`src/rtl/load_store_unit_pkg.sv`:
```
// Shared definitions for the load/store unit: access-size codes, FSM states
// and the default data-memory size.
package lsu_defs;

   localparam int unsigned MEM_BYTES_DEFAULT = 1024;

   localparam logic [1:0] SZ_BYTE = 2'b00;
   localparam logic [1:0] SZ_HALF = 2'b01;
   localparam logic [1:0] SZ_WORD = 2'b10;

   typedef enum logic [2:0] {
      ST_IDLE = 3'd0,
      ST_RD   = 3'd1,
      ST_CAP  = 3'd2,
      ST_WR   = 3'd3,
      ST_RESP = 3'd4
   } lsu_state_e;

endpackage

```
`src/rtl/load_store_unit_lane_align.sv`:
```
// Combinational little-endian lane steering: load extract/extend and
// sub-word store merge into a 32-bit memory word.
module lsu_lane_align
   import lsu_defs::*;
(
   input  logic [31:0] word_i,
   input  logic [31:0] wdata_i,
   input  logic [1:0]  addr_i,
   input  logic [1:0]  size_i,
   input  logic        unsigned_i,
   output logic [31:0] rdata_o,
   output logic [31:0] merged_o
);

   logic [4:0]  byte_sh_s;
   logic [4:0]  half_sh_s;
   logic [31:0] shifted_s;
   logic [7:0]  byte_s;
   logic [15:0] half_s;
   logic [31:0] byte_mask_s;
   logic [31:0] half_mask_s;

   assign byte_sh_s   = {addr_i, 3'b000};
   assign half_sh_s   = {addr_i[1], 4'b0000};
   assign shifted_s   = word_i >> byte_sh_s;
   assign byte_s      = shifted_s[7:0];
   assign half_s      = addr_i[1] ? word_i[31:16] : word_i[15:0];
   assign byte_mask_s = 32'h0000_00FF << byte_sh_s;
   assign half_mask_s = 32'h0000_FFFF << half_sh_s;

   always_comb begin
      rdata_o  = 32'h0000_0000;
      merged_o = word_i;
      case (size_i)
         SZ_BYTE: begin
            rdata_o  = {{24{~unsigned_i & byte_s[7]}}, byte_s};
            merged_o = (word_i & ~byte_mask_s) | ({24'h00_0000, wdata_i[7:0]} << byte_sh_s);
         end
         SZ_HALF: begin
            rdata_o  = {{16{~unsigned_i & half_s[15]}}, half_s};
            merged_o = (word_i & ~half_mask_s) | ({16'h0000, wdata_i[15:0]} << half_sh_s);
         end
         SZ_WORD: begin
            rdata_o  = word_i;
            merged_o = wdata_i;
         end
         default: begin
            rdata_o  = 32'h0000_0000;
            merged_o = word_i;
         end
      endcase
   end

endmodule

```
`src/rtl/load_store_unit.sv`:
```
// Load/store unit: one request at a time, sub-word stores as read-modify-write.
// Optional LSU_COUNT_EN adds saturating load/store/fault response counters.
module load_store_unit
   import lsu_defs::*;
#(
   parameter int unsigned MEM_BYTES  = MEM_BYTES_DEFAULT,
   parameter int unsigned ADDR_WIDTH = 32
) (
   input  logic                  clk,
   input  logic                  reset,
   input  logic                  req_valid,
   output logic                  req_ready,
   input  logic                  req_write,
   input  logic [1:0]            req_size,
   input  logic                  req_unsigned,
   input  logic [ADDR_WIDTH-1:0] req_addr,
   input  logic [31:0]           req_wdata,
   output logic                  resp_valid,
   output logic [31:0]           resp_rdata,
   output logic                  resp_fault,
   output logic [ADDR_WIDTH-1:0] mem_address,
   output logic [31:0]           mem_write_data,
   output logic                  mem_memwrite,
   output logic                  mem_memread,
   input  logic [31:0]           mem_read_data
`ifdef LSU_COUNT_EN
   ,
   output logic [15:0]           load_count,
   output logic [15:0]           store_count,
   output logic [15:0]           fault_count
`endif
);

   lsu_state_e            state_q, state_d;
   logic                  write_q, uns_q, fault_q;
   logic [1:0]            size_q;
   logic [ADDR_WIDTH-1:0] addr_q;
   logic [31:0]           wdata_q, word_q;
   logic                  accept_s, fault_s;
   logic [31:0]           ld_data_s, merged_s;

   assign accept_s = req_valid && (state_q == ST_IDLE);
   assign fault_s  = (req_size == 2'b11)
                  || ((req_size == SZ_HALF) && req_addr[0])
                  || ((req_size == SZ_WORD) && (req_addr[1:0] != 2'b00))
                  || (req_addr >= ADDR_WIDTH'(MEM_BYTES));

   lsu_lane_align u_align (
      .word_i     (word_q),
      .wdata_i    (wdata_q),
      .addr_i     (addr_q[1:0]),
      .size_i     (size_q),
      .unsigned_i (uns_q),
      .rdata_o    (ld_data_s),
      .merged_o   (merged_s)
   );

   always_ff @(posedge clk) begin
      if (reset) begin
         state_q <= ST_IDLE;
         write_q <= 1'b0;
         uns_q   <= 1'b0;
         fault_q <= 1'b0;
         size_q  <= 2'b00;
         addr_q  <= '0;
         wdata_q <= 32'h0000_0000;
         word_q  <= 32'h0000_0000;
      end else begin
         state_q <= state_d;
         if (accept_s) begin
            write_q <= req_write;
            uns_q   <= req_unsigned;
            fault_q <= fault_s;
            size_q  <= req_size;
            addr_q  <= req_addr;
            wdata_q <= req_wdata;
         end
         if (state_q == ST_CAP) begin
            word_q <= mem_read_data;
         end
      end
   end

   always_comb begin
      state_d      = state_q;
      req_ready    = 1'b0;
      resp_valid   = 1'b0;
      mem_memread  = 1'b0;
      mem_memwrite = 1'b0;
      case (state_q)
         ST_IDLE: begin
            req_ready = 1'b1;
            if (accept_s) begin
               if (fault_s)                                  state_d = ST_RESP;
               else if (req_write && (req_size == SZ_WORD))  state_d = ST_WR;
               else                                          state_d = ST_RD;
            end
         end
         ST_RD: begin
            mem_memread = 1'b1;
            state_d     = ST_CAP;
         end
         ST_CAP: begin
            mem_memread = 1'b1;
            state_d     = write_q ? ST_WR : ST_RESP;
         end
         ST_WR: begin
            mem_memwrite = 1'b1;
            state_d      = ST_RESP;
         end
         ST_RESP: begin
            resp_valid = 1'b1;
            state_d    = ST_IDLE;
         end
         default: state_d = ST_IDLE;
      endcase
   end

   // Word stores bypass the merge so no read is needed before the write.
   assign mem_address    = {addr_q[ADDR_WIDTH-1:2], 2'b00};
   assign mem_write_data = (size_q == SZ_WORD) ? wdata_q : merged_s;
   assign resp_fault     = resp_valid && fault_q;
   assign resp_rdata     = (resp_valid && !write_q && !fault_q) ? ld_data_s : 32'h0000_0000;

`ifdef LSU_COUNT_EN
   logic [15:0] load_cnt_q, store_cnt_q, fault_cnt_q;

   always_ff @(posedge clk) begin
      if (reset) begin
         load_cnt_q  <= 16'h0000;
         store_cnt_q <= 16'h0000;
         fault_cnt_q <= 16'h0000;
      end else if (state_q == ST_RESP) begin
         if (fault_q) begin
            if (fault_cnt_q != 16'hFFFF) fault_cnt_q <= fault_cnt_q + 16'h0001;
         end else if (write_q) begin
            if (store_cnt_q != 16'hFFFF) store_cnt_q <= store_cnt_q + 16'h0001;
         end else begin
            if (load_cnt_q != 16'hFFFF) load_cnt_q <= load_cnt_q + 16'h0001;
         end
      end
   end

   assign load_count  = load_cnt_q;
   assign store_count = store_cnt_q;
   assign fault_count = fault_cnt_q;
`endif

endmodule

```
`config.mk`:
```
export PLATFORM = sky130hd
export DESIGN_NAME = load_store_unit
export DESIGN_NICKNAME = d
export VERILOG_FILES = /design/src/rtl/load_store_unit_pkg.sv /design/src/rtl/load_store_unit_lane_align.sv /design/src/rtl/load_store_unit.sv
export SDC_FILE = /design/constraint.sdc
export NUM_CORES = 1
export LEC_CHECK = 0
export ABC_AREA = 1
export ABC_CLOCK_PERIOD_IN_PS = 3000
export BUFFER_PORTS_ARGS = -buffer_cell sky130_fd_sc_hd__buf_2
export CORE_MARGIN = 2
export CORE_UTILIZATION = 45
export CTS_CLUSTER_SIZE = 24
export DETAILED_ROUTE_END_ITERATION = 12
export PLACE_DENSITY = 0.75
export REMOVE_ABC_BUFFERS = 1
export SYNTH_ARGS = -nofsm -noshare
export SYNTH_HDL_FRONTEND = slang
export SYNTH_SLANG_ARGS = --single-unit
```
`constraint.sdc`:
```
create_clock -name clk -period 3 [get_ports clk]
set_input_delay 0.15 -clock clk [delete_from_list [all_inputs] [get_ports clk]]
set_output_delay 0.15 -clock clk [all_outputs]
set_load 0.005 [all_outputs]
```
==> results.md <==
Outcome:
- The flow ran to the end, and the final reports show no timing, DRC or antenna violations.

Clock tree:
- The number of buffers on the longest clock path is 2.
- The total clock sinks is 104.
- Clock latency on the worst-skew pair, taken at its later pin, is 350 ps.
- The number of H-tree levels is 3.
- The total of cells resized after clock tree synthesis is 0.
- The clock root buffer is clkbuf_16.
- In this run, CTS created clock tree buffers numbering 9.
- The post-CTS setup buffer count is 0.
- Buffers inserted to repair hold after CTS numbered 0.
- The clock tree from TritonCTS is built.
- Clock-pin slew was measured on the worst setup and hold paths at 80 ps.

Final layout:
- The multi-input combinational cells in the finished layout cover a total of 0.00262 sq mm.
- The number of fill cells is 1199.
- The most common library cell in the layout ignoring fill and taps is buf_2.
- The post-route cell area is 0.00671 sq mm.
- The relative area change from synthesis to final layout is 19.7%.
- Once layout is complete, the cells apart from fillers number 1125.
- The share of post-route cells with drive strength above 1 is 26.8%.
- The net count of the finished layout is 1054.
- The library cells used most frequently in the layout, excluding fill and tap cells, are buf_2 (201), o21ai_0 (154), a21oi_1 (117).
- The register area is 0.00208 sq mm.

Placement:
- The post-placement cell count is 1108.
- The congestion estimate from routability-driven global placement came to 0.877.
- Once placement finished, the instance area stood at 0.00640 sq mm.
- The wire-length estimate of the detail-placed layout is 12300 microns.
- The number of buffers inserted by port buffering is 201.

Worst setup path:
- In this run the critical register-to-register path is captured at addr_q[1]$_SDFFE_PP0P_.
- In this run the worst setup path terminates at resp_rdata[19].
- The origin of the critical flop-to-flop path is state_q[1]$_SDFFE_PP0P_.
- For this design, the slowest cell found on the critical path is dfxtp_1.
- The delay contributed by the slowest stage of the critical path is 540 ps.
- The most critical setup path has its startpoint at addr_q[1]$_SDFFE_PP0P_.
- The cell class contributing the biggest share of worst-path delay is simple AND/OR/NAND/NOR gates.
- Counting buffers and inverters, the worst setup path is 7 cells deep.
- The most numerous cell type found on the critical path is a21oi_1.
- Data on the critical path arrives at its endpoint at 2490 ps.
- STA classifies the critical path endpoint as an output pin.
- The critical path is of the flop to output pin type.
- Walking the worst path, the cells encountered are nand2_2 -> nor2_1 -> a21oi_1 -> nand2_1 -> nand3_2 -> a21oi_1 -> buf_2.
- The cell count of the worst reg-to-reg path is 7.
- STA puts the critical path data required time at 2850 ps.
- In this run the worst path has a maximum fanout of 24.
- The worst register-to-register path has a setup slack of 1230 ps.
- The buffers plus inverters on the worst setup path is 1.
- STA classifies the critical path startpoint as a flop.

STA:
- The number of max-slew violations in the final report is 0.
- Static timing analysis puts the maximum clock frequency at 0.379 GHz.
- The worst path needs 2640 ps of the cycle, external delays included.
- The summed negative setup slack over all endpoints is 0 ps.
- The relative slew slack is 57.8%.
- The hold violation count in the final report is 0.
- The final clock skew is 5.36 ps.
- Setup repair after global routing left no endpoint under its margin.
- For the pin with the worst max-slew slack, the measured transition is 633 ps.
- The worst hold slack across all endpoints is 19.4 ps.
- Setup violations remaining at the end of the flow were counted as 0.
- Of the available clock period, the critical path in the final layout requires 87.9%.

Die:
- In this run the standard cell core region covers 0.0121 sq mm.
- The die covers 0.0134 sq mm.
- The initial core utilization is 46.5%.
- The count of standard-cell rows is 40.
- The die outline width is 116 microns.
- The overall die height is 116 microns.
- The number of placed I/O pins is 204.

Route:
- In this run the remaining antenna-violating nets after routing total 0.
- The final layout contains routed wiring with a total length of 17800 microns.
- Dividing the detail-routed via count by the number of cells gives 5.30.
- In this run, the number of DRC markers left after iteration 0 of detailed routing was 482.
- The routed layout has 5964 vias.
- The DRC violation count after routing is 0.
- The mean routed wirelength per cell is 15.8 microns.
- The detailed-routing iteration count for the pre-antenna-repair pass is 5.

Power:
- For this design the ratio of total power to cell area is 492 mW/mm^2.
- For this design the static power due to leakage is 2.97 nW.
- Total power for the finished layout comes to 3.30 mW.
- The worst ir drop on vdd is 333 uV.

Synth:
- The sequential cell area fraction in the yosys report is 37.2%.
- Synthesis produced 811 cells.
- Dividing the synthesized area by the synthesized cell count gives 6.91 sq um.
- The library cell occupying the most area in the post-synthesis netlist is dfxtp_1.
- The area share of the largest cell type after synthesis is 37.2%.
- Sorting the synthesized cells by area gives the leading types as dfxtp_1 (37%), o21ai_0 (14%), a21oi_1 (10%).
- The mapped netlist covers 0.00560 sq mm.
- Counting distinct cell types in the post-synthesis netlist gives 35.
- The count of synthesis-stage warnings from yosys is 0.
- The total of flip-flops plus latches after synthesis is 104.

GRT:
- The pin count of the biggest net entering global routing is 65.
- The number of antenna violations at the first check in global routing is 2.
- The number of global-route vias before repair is 5434.
- Global routing finished with a remaining overflow of 0.
- Global routing consumed, over all layers together, 26.3% of the routing resources.
- The global-route wire length before repair is 27300 microns.

Worst hold path:
- The worst hold path belongs to the class input port to flop.

Flow run:
- Across the run, the number of max-cap violations was 0.
## cell usage after synthesis (all sizes together)
cell	n
o21ai	159
a21oi	118
nor2	114
dfxtp	104
inv	102
nand2	63
buf	53
o22ai	31
clkbuf	29
a22oi	15
nand3	8
a41oi	3
nand4	3
o211ai	3
a31oi	2
conb	1
o21a	1
o221ai	1
or2	1
## kinds of logic (layout without fill, tap and decap cells)
group / Yosys count / in the layout / synth area share [%]
buf+inv: 184 / 328 / 16.2
flops: 104 / 104 / 37.2
simple gates: 189 / 189 / 14.6
compound gates: 333 / 333 / 32.0
other cells: 1 / 3 / 0.0669
## cell type report
cell class,count,area share (%)
Clock inverter,7,1.18
Clock buffer,9,3.36
Multi-Input combinational cell,524,39.0
Sequential cell,104,31.0
Inverter,102,5.86
Tap cell,168,3.13
Timing Repair Buffer,210,16.4
Antenna cell,1,0.0373
## state kept, by name (all words and copies together), names as in the netlist
| signal | flops |
|---|---|
| addr_q | 32 |
| wdata_q | 32 |
| word_q | 32 |
| state_q | 3 |
| size_q | 2 |
| fault_q | 1 |
| uns_q | 1 |
| write_q | 1 |
## power by group
part,switching [mW],internal [mW],leakage (nW)
combinational,0.369,0.210,1.98
sequential,0.0433,1.46,0.855
clock,0.565,0.655,0.139
## worst reg2reg max path, cell delays in order, from the launching register on
cell and delay (ps):
dfxtp_1 380, nor2_1 90, nand2_1 120, nor2_4 50, inv_2 400, buf_12 340, o21ai_0 180, a21oi_1 140
## per-stage QoR
stage | util (%) | worst slack [ps]
final | 55.6 | 364
after detailed placement | 53.1 | 753
after global routing | 55.6 | 190
after global placement | 53.1 | 748
after floorplan | - | 991
after CTS | 55.6 | 367
## how the worst min path moves through the flow
stage / from / end / slack [ps] / cells after the start
2_1_floorplan: req_addr[10] / addr_q[10]$_SDFFE_PP0P_ / 280 / 2
3_3_place_gp: req_wdata[24] / wdata_q[24]$_SDFFE_PP0P_ / 370 / 3
3_5_place_dp: req_addr[9] / addr_q[9]$_SDFFE_PP0P_ / 380 / 3
4_1_cts: req_addr[7] / addr_q[7]$_SDFFE_PP0P_ / 8 / 3
5_1_grt: req_addr[2] / addr_q[2]$_SDFFE_PP0P_ / 10 / 3
6_report: req_addr[7] / addr_q[7]$_SDFFE_PP0P_ / 20 / 3
## routing by layer
metal  share of wire (%)  up-vias  global-route usage, %
li1                    -     2959                      -
met1                  44     2683                   34.3
met2                  44      293                   42.0
met3                  10       29                   7.79
met4                 2.0        0                   8.19
met5                   0        -                      0
Note: power is estimated with default switching activity, not from simulation.
